$ cat config.mk
export PLATFORM = sky130hd
export DESIGN_NAME = count_display_driver
export DESIGN_NICKNAME = d
export VERILOG_FILES = /design/src/rtl/count_pkg.sv /design/src/rtl/count_display_driver_seg7_decode.sv /design/src/rtl/count_display_driver.sv
export SDC_FILE = /design/constraint.sdc
export NUM_CORES = 1
export LEC_CHECK = 0
export ABC_CLOCK_PERIOD_IN_PS = 1900
export CAP_MARGIN = 20
export CORE_MARGIN = 2
export CORE_UTILIZATION = 40
export CTS_CLUSTER_DIAMETER = 50
export CTS_CLUSTER_SIZE = 28
export DETAILED_ROUTE_END_ITERATION = 8
export PLACE_DENSITY_LB_ADDON = 0.1
export SLEW_MARGIN = 20
export SYNTH_ARGS = -nofsm -noshare
export SYNTH_HDL_FRONTEND = slang
export SYNTH_SLANG_ARGS = --single-unit
$ cat constraint.sdc
create_clock -name clk -period 1.9 [get_ports clk]
set_input_delay 0.19 -clock clk [delete_from_list [all_inputs] [get_ports clk]]
set_output_delay 0.19 -clock clk [all_outputs]
set_load 0.01 [all_outputs]
$ cat src/rtl/count_pkg.sv
// Shared constants for the count display driver: active-low seven-segment
// patterns ({g,f,e,d,c,b,a}), active-low digit enables and the scan phase type.
package count_pkg;

  localparam logic [6:0] SEG_0     = 7'b1000000;
  localparam logic [6:0] SEG_1     = 7'b1111001;
  localparam logic [6:0] SEG_2     = 7'b0100100;
  localparam logic [6:0] SEG_3     = 7'b0110000;
  localparam logic [6:0] SEG_4     = 7'b0011001;
  localparam logic [6:0] SEG_5     = 7'b0010010;
  localparam logic [6:0] SEG_6     = 7'b0000010;
  localparam logic [6:0] SEG_7     = 7'b1111000;
  localparam logic [6:0] SEG_8     = 7'b0000000;
  localparam logic [6:0] SEG_9     = 7'b0010000;
  localparam logic [6:0] SEG_BLANK = 7'b1111111;

  // Active-low digit enables: bit0 drives the ones digit, bit1 the tens digit
  localparam logic [1:0] DIG_ONES  = 2'b10;
  localparam logic [1:0] DIG_TENS  = 2'b01;
  localparam logic [1:0] DIG_NONE  = 2'b11;

  localparam logic [3:0] DIGIT_MIN = 4'd0;
  localparam logic [3:0] DIGIT_MAX = 4'd9;

  typedef enum logic {
    PHASE_ONES = 1'b0,
    PHASE_TENS = 1'b1
  } phase_t;

endpackage

$ cat src/rtl/count_display_driver_seg7_decode.sv
// seg7_decode: combinational BCD to active-low seven-segment decoder.
// Codes 10..15 are not digits and produce an all-off pattern.
module seg7_decode
  import count_pkg::*;
(
  input  logic [3:0] digit,
  output logic [6:0] seg
);

  // Map one BCD code to its segment pattern
  always_comb begin
    seg = SEG_BLANK;
    case (digit)
      4'd0:    seg = SEG_0;
      4'd1:    seg = SEG_1;
      4'd2:    seg = SEG_2;
      4'd3:    seg = SEG_3;
      4'd4:    seg = SEG_4;
      4'd5:    seg = SEG_5;
      4'd6:    seg = SEG_6;
      4'd7:    seg = SEG_7;
      4'd8:    seg = SEG_8;
      4'd9:    seg = SEG_9;
      default: seg = SEG_BLANK;
    endcase
  end

endmodule

$ cat src/rtl/count_display_driver.sv
// count_display_driver: extends an upstream decade counter with a tens digit
// (tracked from carry/borrow transitions of the ones digit) and multiplexes
// both digits onto one seven-segment display.
// Optional build macro COUNT_DISPLAY_BLANK_EN: blanks the tens digit while it is 0.
module count_display_driver
  import count_pkg::*;
#(
  parameter int SCAN_DIV = 4
) (
  input  logic       clk,
  input  logic       rst_n,
  input  logic       mode,
  input  logic [3:0] number,
  input  logic       zero,
  output logic [3:0] tens,
  output logic       tens_wrap,
  output logic [6:0] seg,
  output logic       dp,
  output logic [1:0] dig_sel
);

  localparam logic [7:0] SCAN_LAST = 8'(SCAN_DIV - 1);

  logic [3:0] prev_num_r;
  logic [7:0] scan_cnt_r;
  phase_t     phase_r;

  logic       carry_s;
  logic       borrow_s;
  logic [3:0] dec_in_s;
  logic [6:0] dec_out_s;
  logic [6:0] seg_next_s;

  // Detect the ones digit rolling over in the current counting direction
  always_comb begin
    carry_s  = mode && (prev_num_r == DIGIT_MAX) && (number == DIGIT_MIN);
    borrow_s = !mode && (prev_num_r == DIGIT_MIN) && (number == DIGIT_MAX);
  end

  // Select which digit value feeds the shared decoder
  always_comb begin
    if (phase_r == PHASE_TENS) begin
      dec_in_s = tens;
    end else begin
      dec_in_s = number;
    end
  end

  seg7_decode u_decode (
    .digit (dec_in_s),
    .seg   (dec_out_s)
  );

  // Apply optional leading-zero blanking on the tens digit
  always_comb begin
    seg_next_s = dec_out_s;
`ifdef COUNT_DISPLAY_BLANK_EN
    if ((phase_r == PHASE_TENS) && (tens == DIGIT_MIN)) begin
      seg_next_s = SEG_BLANK;
    end else begin
      seg_next_s = dec_out_s;
    end
`else
    if (phase_r == PHASE_TENS) begin
      seg_next_s = dec_out_s;
    end else begin
      seg_next_s = dec_out_s;
    end
`endif
  end

  // Track the previous ones digit and the tens digit with its wrap pulse
  always_ff @(posedge clk) begin
    if (!rst_n) begin
      prev_num_r <= 4'd0;
      tens       <= 4'd0;
      tens_wrap  <= 1'b0;
    end else begin
      prev_num_r <= number;
      if (carry_s) begin
        tens      <= (tens == DIGIT_MAX) ? DIGIT_MIN : tens + 4'd1;
        tens_wrap <= (tens == DIGIT_MAX);
      end else if (borrow_s) begin
        tens      <= (tens == DIGIT_MIN) ? DIGIT_MAX : tens - 4'd1;
        tens_wrap <= (tens == DIGIT_MIN);
      end else begin
        tens_wrap <= 1'b0;
      end
    end
  end

  // Scan timer: each digit stays selected for SCAN_DIV cycles
  always_ff @(posedge clk) begin
    if (!rst_n) begin
      scan_cnt_r <= 8'd0;
      phase_r    <= PHASE_ONES;
    end else if (scan_cnt_r == SCAN_LAST) begin
      scan_cnt_r <= 8'd0;
      phase_r    <= (phase_r == PHASE_ONES) ? PHASE_TENS : PHASE_ONES;
    end else begin
      scan_cnt_r <= scan_cnt_r + 8'd1;
    end
  end

  // Register display outputs for the digit selected this cycle
  always_ff @(posedge clk) begin
    if (!rst_n) begin
      seg     <= SEG_BLANK;
      dp      <= 1'b1;
      dig_sel <= DIG_NONE;
    end else begin
      seg <= seg_next_s;
      case (phase_r)
        PHASE_ONES: begin
          dig_sel <= DIG_ONES;
          dp      <= !zero;
        end
        PHASE_TENS: begin
          dig_sel <= DIG_TENS;
          dp      <= 1'b1;
        end
        default: begin
          dig_sel <= DIG_NONE;
          dp      <= 1'b1;
        end
      endcase
    end
  end

endmodule

# Yosys cells after proc, flatten, opt, wreduce, memory -nomap -nowiden
# Memory sizes are Yosys's and may differ from the RTL's. A register that Yosys moved wholly into a read port is not among the register bits.
# Index checks and enable logic that the tools add are counted.
# Widths: inputs -> output; s select.
[totals] memories=1 romBits=112 inputBits=8 regBits=21 wordCells=39
[classes] n_reduce_logical=12 muxes=10 add_sub_neg=3 n_bitwise=2 eq_ne=4
[memory_table] memory="(no name shown)" depth=16 word_bits=7 rd=1 rd_clocked_by_memory_dff=1 write_ports=0 line_no="count_display_driver_seg7_decode.sv:13" rtl="case (digit)"
[ops] cell="$mux 4" n=5
[ops] cell="$eq 4x4->1 const B" n=3
[ops] cell="$logic_not 4->1" n=3
[ops] cell="$add 8x1->8 const B" n=1
[ops] cell="$eq 8x2->1 const B" n=1
[ops] cell="$add 4x1->4 const B" n=1
[ops] cell="$logic_and 1x1->1" n=4
[ops] cell="$pmux 2 s2" n=1
[ops] cell="$sub 4x1->4 const B" n=1
[ops] cell="$logic_not 1->1" n=3
[ops] cell="$mux 1" n=3
[ops] cell="$not 1->1" n=2
[ops] cell="$pmux 1 s2" n=1
[ops] cell="$reduce_bool 2->1" n=1
[ops] cell="$reduce_or 2->1" n=1

# Logic depth before layout (Yosys ltp)
[logic_depth] ltp_word=5 mapped_depth=7 depth_no_buf=6

# Cells and area by module
# From an unflattened synthesis, not the netlist that was laid out.
[unflattened] hier_cells=166 area_unflattened_um2=1433.9
[modules_own_cells] module="count_display_driver" instances=1 area_per_inst_um2=1223.7 seq_area_each_um2=560.5 cells_per_inst=133
[modules_own_cells] module="seg7_decode" instances=1 area_per_inst_um2=210.2 seq_area_each_um2=0.0 cells_per_inst=33

# Least setup slack after synthesis
# No wires, ideal clock.
[synth_timing] kind="register to register" startpoint="register tens[0]" endpoint="register seg[3]" path_stages_with_launch=8 arrival_time_ns=1.620 path_buffers=1 slack_ns=0.146 cell_sequence="dfxtp_1 clkbuf_1 mux2i_1 inv_1 ha_1 or2_2 a21oi_1 o21ai_0"
[synth_between] elab_chain_len=1
[synth_lines] item="start: declaration" line_no="count_display_driver.sv:15" rtl="output logic [3:0] tens,"
[synth_lines] item="start signal: assignment" line_no="count_display_driver.sv:81" rtl="tens <= (tens == DIGIT_MAX) ? DIGIT_MIN : tens + 4'd1;"
[synth_lines] item="start signal: assignment" line_no="count_display_driver.sv:84" rtl="tens <= (tens == DIGIT_MIN) ? DIGIT_MAX : tens - 4'd1;"
[synth_lines] item="$mux 4" line_no="count_display_driver.sv:42" rtl="if (phase_r == PHASE_TENS) begin"
[synth_lines] item="end: declaration" line_no="count_display_driver.sv:17" rtl="output logic [6:0] seg,"
# Every way passes these cells.
# A chain may end at the register's enable or synchronous reset.

# Worst setup path in the final report
[layout_timing] startpoint="register tens[3]" endpoint="output port tens[3]"
# No word-level cell between the ends.

==> results.md <==
* Result of the run: finished clean
* Worst relative slew slack at just under 70%
* Capturing element type of the critical path: output port
* Setup violations, final at 0
* Drt first pass iters at 4
* Global-route wire length before repair at about 5200 microns
* Area occupied by registers at roughly 560 sq um
* Final Routed Wirelength at 2970 microns
* Setup slack of the most critical reg-to-reg path at 0.19 ns
* Global placement routability congestion at between 0.8 and 0.9
* Die footprint at 4040 sq um
* Clock transition time at the flip-flop clock pins of the worst setup and hold paths at roughly 0.15 ns
* Largest fanout of any net on the critical path at 12
* Filler cell count at 356
* Placed Area at approximately 1700 sq um
* Number of distinct library cell variants in the gate-level netlist after synthesis at 45
* Worst IR Drop VDD at around 0.35 mV
* Area added between synthesis and finish at 25.0%
* Total power consumption of the routed design at 1.24 mW
* R2r endpoint: seg[3]
* Number of cells on the critical path at 1
* Pin count of the biggest net entering global routing at 17
* Crit Path Class: flip-flop to output port
* Largest incremental delay on the critical path at roughly 0.64 ns
* Critical Path, Cell by Cell: clkdlybuf4s50_1
* Synthesized net count at between 150 and 200
* Detail Placement HPWL at between 2000 and 2500 microns
* Total Routing Usage GR at 15.8%
* Number of standard cells in the layout, taps in and fillers out at approximately 230
* Number of synthesized register bits at 28
* Leading post-synthesis cells by cell area: sky130_fd_sc_hd__dfxtp_1 39%, sky130_fd_sc_hd__ha_1 5.3%, sky130_fd_sc_hd__xor2_1 4.3%, sky130_fd_sc_hd__mux2i_1 4.2%, sky130_fd_sc_hd__o21ai_0 3.9%
* Start point of the worst hold path: zero
* Dominant synthesized flop cell: sky130_fd_sc_hd__dfxtp_1
* Synth async-reset ratio at 0%
* R2R cell count at 6
* Antenna violations before repair at 0
* Number of stages on the worst hold path at 2
* Synthesized cell area at 1420 sq um
* Capture endpoint of the worst hold path: dp
* Root cell of the clock tree: sky130_fd_sc_hd__clkbuf_4
* Arrival time of data at the critical path endpoint at between 1.5 and 2 ns
* Vias per Instance at 5.33
* Number of routed nets with antenna violations at 0
* Resize count post-CTS at 0
* Final design instance area without fill at 1780 sq um
* Fraction of final layout cells sized beyond drive strength 1 at 11.8%
* Quantity of I/O buffers inserted on ports at 22
* Number of flops mapped to enable cells by yosys at 0
* Critical Path Slowest Stage Cell: sky130_fd_sc_hd__dfxtp_1
* Cell types with the highest counts after synthesis: 28 x sky130_fd_sc_hd__dfxtp_1, 12 x sky130_fd_sc_hd__nor2_1, 11 x sky130_fd_sc_hd__nand2_1, 11 x sky130_fd_sc_hd__o21ai_0, 8 x sky130_fd_sc_hd__nand3_1
* TritonCTS clock tree: yes
* Number of global-route vias before repair at 1,213
* Average detailed-routed wire length per instance at between 10 and 15 microns
* Initial cell density of the core at between 40% and 50%
* Via count at 1,242
* Setup slack at placement at 0.0267 ns
* Leakage Power at slightly below 0.7 nW
* Setup repair after global routing missed its margin: false
* Cell with the most instances after synthesis: sky130_fd_sc_hd__dfxtp_1
* CP bufs+invs at 1
* Class of the tightest hold or removal check: input pin to flip-flop
* Gr ovfl total at 0
* Number of endpoints with negative hold slack in the final report at 0
* Multi-input logic area at approximately 770 sq um
* Portion of the post-synthesis area used by sequential elements at about two fifths
* Max-cap viol count at 0
* Iteration-0 DRC Markers at 37
* Number of buffers added by the clock tree synthesis step at 3
* Die Span X at 63.6 microns
* Longest Clk Path Bufs at 2
* Area share of the leading cell type in the synthesized netlist at approximately 39%
* # clock sinks at 28
* Total of hold buffers inserted after clock tree synthesis at 0
* H-tree lvl count at 1
* Cell type contributing the most total cell area after synthesis: sky130_fd_sc_hd__dfxtp_1
* Warnings from Yosys at 0
* Area of the core region at roughly 3400 sq um
* Number of nets at the end of the flow at 202
* Min Clock Period, post-route at 1.77 ns
* Syn avg cell area at 8.82 sq um
* Clock Skews at a little under 0.009 ns
* Slew at the pin with the worst max-slew slack at around 0.46 ns
* Data required time of the critical path at roughly 1.7 ns
* Post-Place Cells at ~230
* Post-CTS repair timing setup buffer count at 0
* Share of the clock period used by the worst path after layout at slightly above 90%
* Top Family by Delay on Critical Path: flip-flops
* DRC violation count after routing at 0
* Maximum clock frequency at 565 MHz
* Later-pin clock latency in the skew report at 0.32 ns
* Number of top-level pins at 23
* Pins Over Slew Limit at 0
* Vertical extent of the die at approximately 64 microns
* Power per Cell Area at around 700 nW/um^2
* Number of cells produced by synthesis at 161
* Category of the worst setup path launch point: flip-flop
* Minimum setup slack in the final design at between 0.1 and 0.15 ns
* Setup TNS after final layout at 0 ns
* Row Count at 21
* Number of antenna repair diodes at 0
* Reg2reg start: phase_r
## placed cells by master (no fill, tap or decap), types with 2 or more instances in the layout
master and instances:
sky130_fd_sc_hd__mux2_2 2, sky130_fd_sc_hd__and2_1 4, sky130_fd_sc_hd__clkdlybuf4s50_1 22, sky130_fd_sc_hd__inv_1 7, sky130_fd_sc_hd__o21ai_0 11, sky130_fd_sc_hd__mux2i_1 6
sky130_fd_sc_hd__clkbuf_4 3, sky130_fd_sc_hd__buf_4 12, sky130_fd_sc_hd__nor4b_1 2, sky130_fd_sc_hd__ha_1 6, sky130_fd_sc_hd__nor3_1 3, sky130_fd_sc_hd__and3_1 3
sky130_fd_sc_hd__nand3_1 8, sky130_fd_sc_hd__nor4_1 3, sky130_fd_sc_hd__nor2_1 12, sky130_fd_sc_hd__nand4_1 4, sky130_fd_sc_hd__xor2_1 7, sky130_fd_sc_hd__dfxtp_1 28
sky130_fd_sc_hd__nand2b_1 2, sky130_fd_sc_hd__a21oi_1 7, sky130_fd_sc_hd__nand2_1 11
## registers in the layout, summed over array words and instances, names as in the netlist
name        flops
tens_wrap       1
prev_num_r      4
dig_sel         2
seg             7
scan_cnt_r      8
phase_r         1
dp              1
tens            4
## power by group
group / switching [mW] / internal (mW)
sequential: 0.0224 / 0.621
combinational: 0.101 / 0.112
clock: 0.168 / 0.213
## through the flow
step,hold slack [ns],util [%]
after floorplan,0.276,-
after global placement,0.460,51.2
after detailed placement,0.472,51.2
after CTS,0.381,52.8
after global routing,0.360,52.8
final,0.385,52.8
## routing by layer
layer / GRT usage [%] / share of wire, % / up-vias
met5: 0 / 0 / -
met4: 4.89 / 0.67 / 0
met3: 1.61 / 3.0 / 2
met2: 28.8 / 50 / 21
met1: 19.4 / 46 / 593
li1: - / - / 626
## area by class of cell
cell class | count | area share [%]
multi-input cells | 114 | 43.3
flip-flops and latches | 28 | 31.6
repair buffers | 34 | 17.5
well taps | 46 | 3.24
clock inverters | 1 | 1.69
inverters | 7 | 1.48
clock buffers | 3 | 1.27
## worst register-to-register path, cell delays in order (launching register included)
cell and delay, ns:
sky130_fd_sc_hd__dfxtp_1 0.52, sky130_fd_sc_hd__mux2i_1 0.28, sky130_fd_sc_hd__inv_1 0.09, sky130_fd_sc_hd__ha_1 0.17, sky130_fd_sc_hd__or2_2 0.32, sky130_fd_sc_hd__a21oi_1 0.14, sky130_fd_sc_hd__o21ai_0 0.09
## logic make-up (layout without fill, tap and decap cells)
logic type	Yosys count	after routing	share of synthesized area, %
AOI/OAI and AO/OA	29	29	13.1
xor gates and xnor gates	8	8	4.93
adders and majority gates	6	6	5.29
buffers and inverters	19	45	6.43
DFF	28	28	39.5
muxes	8	8	5.82
and+or+nand+nor	63	63	24.9
## worst max-delay path by stage
stage | from | end | slack (ns)
floorplan | tens[0] | seg[3] | 0.15
CTS | tens[3] | tens[3] | 0.13
detailed placement | number[1] | tens[3] | 0.03
global route | tens[3] | tens[3] | 0.05
finish | tens[3] | tens[3] | 0.13
global placement | number[0] | tens[1] | 0.06
Note: power is estimated with default switching activity, not from simulation.
